File: config.mk
export PLATFORM = sky130hd
export DESIGN_NAME = page_table_walker
export DESIGN_NICKNAME = d
export VERILOG_FILES = /design/src/rtl/page_table_walker.sv
export SDC_FILE = /design/constraint.sdc
export NUM_CORES = 1
export LEC_CHECK = 0
export CAP_MARGIN = 20
export CORE_AREA = 2 2 155 157
export CTS_CLUSTER_DIAMETER = 120
export DETAILED_ROUTE_END_ITERATION = 6
export DIE_AREA = 0 0 157 159
export PLACE_DENSITY = 0.69
export SLEW_MARGIN = 20
export SYNTH_ARGS = -nofsm -noshare
export SYNTH_HDL_FRONTEND = slang
export SYNTH_SLANG_ARGS = --single-unit
File: constraint.sdc
create_clock -name clk -period 3.32 [get_ports clk]
set_input_delay 0.498 -clock clk [delete_from_list [all_inputs] [get_ports clk]]
set_output_delay 0.498 -clock clk [all_outputs]
set_load 0.1 [all_outputs]
File: src/rtl/page_table_walker.sv
// ---------------------------------------------------------------------------
// page_table_walker
//   Hardware page-table walker serving TLB misses. A miss request latches its
//   VA, PCID and the root table base, then walks LEVELS levels of 9-bit-indexed
//   tables with one PTE read outstanding at a time. The result (PPN or fault)
//   is offered to the TLB as a refill.
//
//   Optional feature (compile-time macro PTW_SUPERPAGE_EN):
//     defined   : a present PTE with PS=1 above level 0 is a superpage leaf.
//     undefined : a present PTE with PS=1 above level 0 faults.
//
// Ports
//   clk, rst_n           clock, asynchronous active-low reset
//   ptbr                 root table base (page aligned), sampled at accept
//   req_valid/req_ready  miss request handshake; req_va, req_pcid
//   mem_rd_valid/ready   PTE read request; mem_rd_addr = PTE byte address
//   mem_rsp_valid/data   PTE return (single-cycle pulse)
//   fill_valid/ready     refill handshake; fill_vpn, fill_pcid, fill_ppn,
//                        fill_fault
// ---------------------------------------------------------------------------
module page_table_walker #(
  parameter int ADDR   = 64,
  parameter int PAGE   = 12,
  parameter int PCID_B = 12,
  parameter int LEVELS = 4
) (
  input  logic                 clk,
  input  logic                 rst_n,
  input  logic [ADDR-1:0]      ptbr,
  input  logic                 req_valid,
  output logic                 req_ready,
  input  logic [ADDR-1:0]      req_va,
  input  logic [PCID_B-1:0]    req_pcid,
  output logic                 mem_rd_valid,
  input  logic                 mem_rd_ready,
  output logic [ADDR-1:0]      mem_rd_addr,
  input  logic                 mem_rsp_valid,
  input  logic [63:0]          mem_rsp_data,
  output logic                 fill_valid,
  input  logic                 fill_ready,
  output logic [ADDR-PAGE-1:0] fill_vpn,
  output logic [PCID_B-1:0]    fill_pcid,
  output logic [ADDR-PAGE-1:0] fill_ppn,
  output logic                 fill_fault
);

  localparam int VPN_W = ADDR - PAGE;
  localparam int LVL_W = (LEVELS > 1) ? $clog2(LEVELS) : 1;

  localparam logic [1:0] IDLE    = 2'd0;
  localparam logic [1:0] RD_REQ  = 2'd1;
  localparam logic [1:0] RD_WAIT = 2'd2;
  localparam logic [1:0] FILL    = 2'd3;

  logic [1:0]        state_q, state_d;
  logic [LVL_W-1:0]  level_q, level_d;
  logic [VPN_W-1:0]  table_ppn_q, table_ppn_d;
  logic [ADDR-1:0]   va_q, va_d;
  logic [PCID_B-1:0] pcid_q, pcid_d;
  logic [VPN_W-1:0]  ppn_q, ppn_d;
  logic              fault_q, fault_d;

  logic [8:0]        idx;
  logic [ADDR-1:0]   rd_addr;
  logic [VPN_W-1:0]  pte_ppn;
  logic              pte_present;
  logic              pte_ps;
  logic              unused_bits;

`ifdef PTW_SUPERPAGE_EN
  // Upper PPN bits come from the PTE, the low 9*lvl bits pass through from VA.
  function automatic logic [VPN_W-1:0] sp_ppn(input logic [VPN_W-1:0] pte_pn,
                                               input logic [ADDR-1:0]  va,
                                               input logic [LVL_W-1:0] lvl);
    logic [VPN_W-1:0] mask;
    mask = ~({VPN_W{1'b1}} << (9 * int'(lvl)));
    return (pte_pn & ~mask) | (va[ADDR-1:PAGE] & mask);
  endfunction
`endif

  assign pte_ppn     = mem_rsp_data[ADDR-1:PAGE];
  assign pte_present = mem_rsp_data[0];
  assign pte_ps      = mem_rsp_data[7];
  // Only the PPN, present and PS fields of a PTE are consumed.
  assign unused_bits = ^{mem_rsp_data, ptbr[PAGE-1:0]};

  always_comb begin
    idx     = 9'(va_q >> (PAGE + 9 * int'(level_q)));
    rd_addr = {table_ppn_q, {PAGE{1'b0}}} + {{(ADDR-12){1'b0}}, idx, 3'b000};
  end

  always_comb begin
    state_d     = state_q;
    level_d     = level_q;
    table_ppn_d = table_ppn_q;
    va_d        = va_q;
    pcid_d      = pcid_q;
    ppn_d       = ppn_q;
    fault_d     = fault_q;
    case (state_q)
      IDLE: begin
        if (req_valid) begin
          va_d        = req_va;
          pcid_d      = req_pcid;
          table_ppn_d = ptbr[ADDR-1:PAGE];
          level_d     = LVL_W'(LEVELS - 1);
          state_d     = RD_REQ;
        end
      end
      RD_REQ: begin
        if (mem_rd_ready) state_d = RD_WAIT;
      end
      RD_WAIT: begin
        if (mem_rsp_valid) begin
          if (!pte_present) begin
            fault_d = 1'b1;
            ppn_d   = '0;
            state_d = FILL;
          end else if (level_q == '0) begin
            // PS is meaningless at the last level; the PTE is always a leaf.
            fault_d = 1'b0;
            ppn_d   = pte_ppn;
            state_d = FILL;
          end else if (pte_ps) begin
`ifdef PTW_SUPERPAGE_EN
            fault_d = 1'b0;
            ppn_d   = sp_ppn(pte_ppn, va_q, level_q);
`else
            fault_d = 1'b1;
            ppn_d   = '0;
`endif
            state_d = FILL;
          end else begin
            table_ppn_d = pte_ppn;
            level_d     = level_q - 1'b1;
            state_d     = RD_REQ;
          end
        end
      end
      default: begin
        if (fill_ready) state_d = IDLE;
      end
    endcase
  end

  always_ff @(posedge clk or negedge rst_n) begin
    if (!rst_n) begin
      state_q     <= IDLE;
      level_q     <= '0;
      table_ppn_q <= '0;
      va_q        <= '0;
      pcid_q      <= '0;
      ppn_q       <= '0;
      fault_q     <= 1'b0;
    end else begin
      state_q     <= state_d;
      level_q     <= level_d;
      table_ppn_q <= table_ppn_d;
      va_q        <= va_d;
      pcid_q      <= pcid_d;
      ppn_q       <= ppn_d;
      fault_q     <= fault_d;
    end
  end

  // Address depends only on registers that are frozen in RD_REQ, so it is
  // stable across read backpressure.
  assign req_ready    = (state_q == IDLE);
  assign mem_rd_valid = (state_q == RD_REQ);
  assign mem_rd_addr  = mem_rd_valid ? rd_addr : '0;
  assign fill_valid   = (state_q == FILL);
  assign fill_vpn     = va_q[ADDR-1:PAGE];
  assign fill_pcid    = pcid_q;
  assign fill_ppn     = ppn_q;
  assign fill_fault   = fault_q;

endmodule

# == Word-level counts from Yosys, hierarchy flattened ==
# Cells that the tools add are included.
# totals
ff_bits,185
in_bits,210
output_inout_bits,184
# op_classes
n_reduce_logical,8
mux,27
eq_ne,10
n_mul,1
n_shift,1
n_addsub,3
# op_table
cell,n
two-way mux 52 bit,8
one-hot mux 52 bit (2 select lines),1
adder 64 x 12 -> 64 bit,1
two-way mux 64 bit,1
right shift 64 x 7 -> 9 bit,1
two-way mux 2 bit,12
!= test 2 bit (second input constant),5
adder 4 x 6 -> 7 bit (first input constant),1
multiplier 4 x 2 -> 6 bit (first input constant),1
one-hot mux 2 bit (3 select lines),1
AND reduction 6 bit,1
equality test 2 bit (second input constant),2
logical NOT 2 bit,2
one-hot mux 2 bit (2 select lines),1
AND reduction 4 bit,1
nonzero test 4 bit,1
two-way mux 1 bit,3
!= test 3 x 1 -> 1 bit (second input constant),1
AND reduction 3 bit,1
equality test 2 x 1 -> 1 bit (second input constant),1
!= test 2 x 1 -> 1 bit (second input constant),1
AND reduction 2 bit,1
nonzero test 2 bit,1
subtractor 2 x 1 -> 2 bit (second input constant),1

# == Longest topological paths before layout ==
# logic_depth
depth_word,6
ltp_mapped,7

# == Worst setup path after synthesis ==
# Ideal clock, no wire load.
# synth_timing
kind,reg-to-output
startpoint,register state_q[0]
endpoint,output mem_rd_addr[10]
arrival_time_ns,2.711
required_ns,2.822
setup_slack_ns,0.111
stages_incl_launch_ff,5
path_cell_list,dfrtp_1 -> buf_2 -> nor2b_1 -> clkbuf_1 -> and2_1
# synth_via
elab_chain_cells,2
# synth_lines
item,line_no,source
from (decl),55,"logic [1:0] state_q, state_d;"
from (signal assigned),156,state_q <= state_d;
equality test 2 x 1 -> 1 bit,169,assign mem_rd_valid = (state_q == RD_REQ);
via mem_rd_valid,34,"output logic mem_rd_valid,"
two-way mux 64 bit,170,assign mem_rd_addr = mem_rd_valid ? rd_addr : '0;
to (decl),36,"output logic [ADDR-1:0] mem_rd_addr,"
# The timed path passes the listed nets, and every way through them passes these cells.

# == Final worst setup path ==
# layout_timing
startpoint,register state_q[0]
endpoint,output mem_rd_addr[52]
# layout_via
elab_chain_cells,2
# layout_lines
item,line_no
equality test 2 x 1 -> 1 bit,169
two-way mux 64 bit,170
# Every way passes these cells.

==> flow_metrics.tcl <==
set metrics [dict create \
    fin_skew_ns 0.00817 \
    synth_top_area_share_pct 56.3 \
    tightestPinTransition_ns 1.02 \
    clock_latency_ns 0.42 \
    start_util_pct 33.1 \
    cts_resized 0 \
    first_pass_iters 4 \
    antenna_found_initial 0 \
    grt_overflow 0 \
    grt_util_all_layers_pct 18.2 \
    syn_area_um2 7690 \
    timing.critical_path.mode_cell "buf_4" \
    netlist_instances 534 \
    timing.fmax_mhz 365 \
    die-area_um2 25000 \
    wl_per_cell_um 18.8 \
    endpoint_kind "primary output" \
    synth.most_common_cell "dfrtp_1" \
    grt_pass1_vias 6019 \
    synth_cell_types 27 \
    cp.required_ns 2.82 \
    die_h_um 159 \
    drc_errors 0 \
    yosysSeqAreaShare_pct 56.3 \
    cts.sink_count 173 \
    grt_max_degree 70 \
    setup_viol 0 \
    crit_chain "nor2b_4, buf_4, and2_1, buf_4" \
    critPathLaunch "state_q[0]" \
    grt_util_met2_pct 31.4 \
    grt_use_met3_pct 4.63 \
    min_period_ns 2.74 \
    synth-edff-count 0 \
    ys_top_cells_by_count "173 x dfrtp_1, 166 x mux2_2, 63 x and2_1" \
    yosys_register_bits 173 \
    status "finished, final reports clean" \
    cts.htree.levels 4 \
    final_util_pct 51.7 \
    rsz0062_at_grt "no" \
    ys_warn_count 0 \
    startpoint_type "register" \
    syn_area_per_cell_um2 14.4 \
    slew_violations 0 \
    rr_startpoint "level_q[1]" \
    worstPathArrival_ns 2.24 \
    hold_class "input pin to asynchronous set/reset pin" \
    via_per_inst 4.67 \
    core_area_um2 23200 \
    place_congestion 0.756 \
    port_buffers 356 \
    row_count 56 \
    num-nets-final 1092 \
    finalSetupTns_ns 0 \
    ys.flop_type "dfrtp_1" \
    cts-root-buf "clkbuf_16" \
    cts_buffers 17 \
    path_clk_slew_ns 0.07 \
    cts_setup_buffers 0 \
    max_stage_delay_ns 0.57 \
    cts_buffer_depth 2 \
    yosys.area.top_type "dfrtp_1" \
    die_w_um 157 \
    crit_path_top_delay_cell "dfrtp_1" \
    vias 5666 \
    timing.final.crit_share_pct 82.5 \
    totalWireLength_mm 22.8 \
    ant_nets 0 \
    drv_cap 0 \
    syn2layout_area_growth_pct 56.0 \
    num_antenna_cells 0 \
    crit_family "buffers and inverters" \
    finalHoldViolCount 0 \
    path_class "register to primary output" \
    grt_pass1_wl_mm 35.0 \
    holdBufCountCts 0 \
    drt-initial-drc-count 206 \
    place_hpwl_mm 16.2 \
    cts_tree "built" \
    relSlewSlack_pct 31.9 \
    ys_top_cells_by_area "dfrtp_1 56%, mux2_2 24%, a22o_1 5.9%" \
    synthArstFlopShare_pct 100 \
    critPathMaxFanout 62 \
    io_pins 394 \
    path_buf_inv 2 \
    drive_above_1_share_pct 34.3 \
    grt_use_met1_pct 21.7 \
    busiest_layer "met2" \
]
==> registers in the layout, indices dropped and copies added, names as in the netlist <==
signal	flops
fill_pcid	12
table_ppn_q	52
fill_ppn	52
fill_fault	1
va_q	52
state_q	2
level_q	2
==> layout make-up <==
class,instances,area (um2)
well taps,319,399
clock inverters,13,151
clock buffers,19,433
fillers,2061,11200
repair buffers,368,3510
multi-input cells,318,3150
inverters,3,11.3
flip-flops and latches,173,4330
==> final timing paths <==
path,endpoint,slack (ns),cells after the start
hold / removal,fill_pcid[4],0.04,1
setup / recovery,mem_rd_addr[52],0.58,4
setup reg to reg,table_ppn_q[25],0.80,6
hold reg to reg,table_ppn_q[6],0.49,1
max in group asynchronous,fill_ppn[34],2.45,2
min in group clk,table_ppn_q[6],0.49,1
==> placed cells by master, fill, tap and decap left out, drive strengths merged, types with 2 or more instances in the layout <==
cell,Yosys,layout
buf,23,94
mux2i,2,2
clkbuf,19,19
a211oi,2,2
mux4,9,9
clkinv,0,4
dfrtp,173,173
inv,3,9
a21oi,2,2
mux2,170,170
clkdlybuf4s50,0,274
and2,63,63
nor2b,3,3
conb,1,3
bufinv,0,2
nand2,4,4
a22o,52,52
==> metrics by stage <==
| step | instance area (um2) | hold WS (ns) | setup WS [ns] | instances |
|---|---|---|---|---|
| after detailed placement | 11400 | 0.473 | 0.808 | 1181 |
| after global placement | 11400 | 0.460 | 0.825 | 1181 |
| final | 12000 | 0.0412 | 0.581 | 1213 |
| after floorplan | 7690 | 0.202 | 0.111 | 536 |
| after CTS | 12000 | 0.0449 | 0.525 | 1213 |
| after global routing | 12000 | 0.0585 | 0.438 | 1213 |
==> metal layers <==
metal / up-vias / share of wire [%]
met1: 2838 / 41
met2: 183 / 50
li1: 2611 / -
met3: 34 / 5.9
met4: 0 / 2.7
met5: - / 0
==> cells by family after synthesis <==
group	Yosys count	synth area share [%]
multiplexers	181	27.8
flip-flops	173	56.3
AND/OR/NAND/NOR	75	6.02
AO/OA/AOI/OAI	58	6.59
buffers and inverters	45	3.06
adder cells (fa/ha/maj)	1	0.163
other	1	0.0488
Power is left out: the tool's default activity adds up to more than one toggle a clock period on the data nets, which glitch-free logic cannot reach.
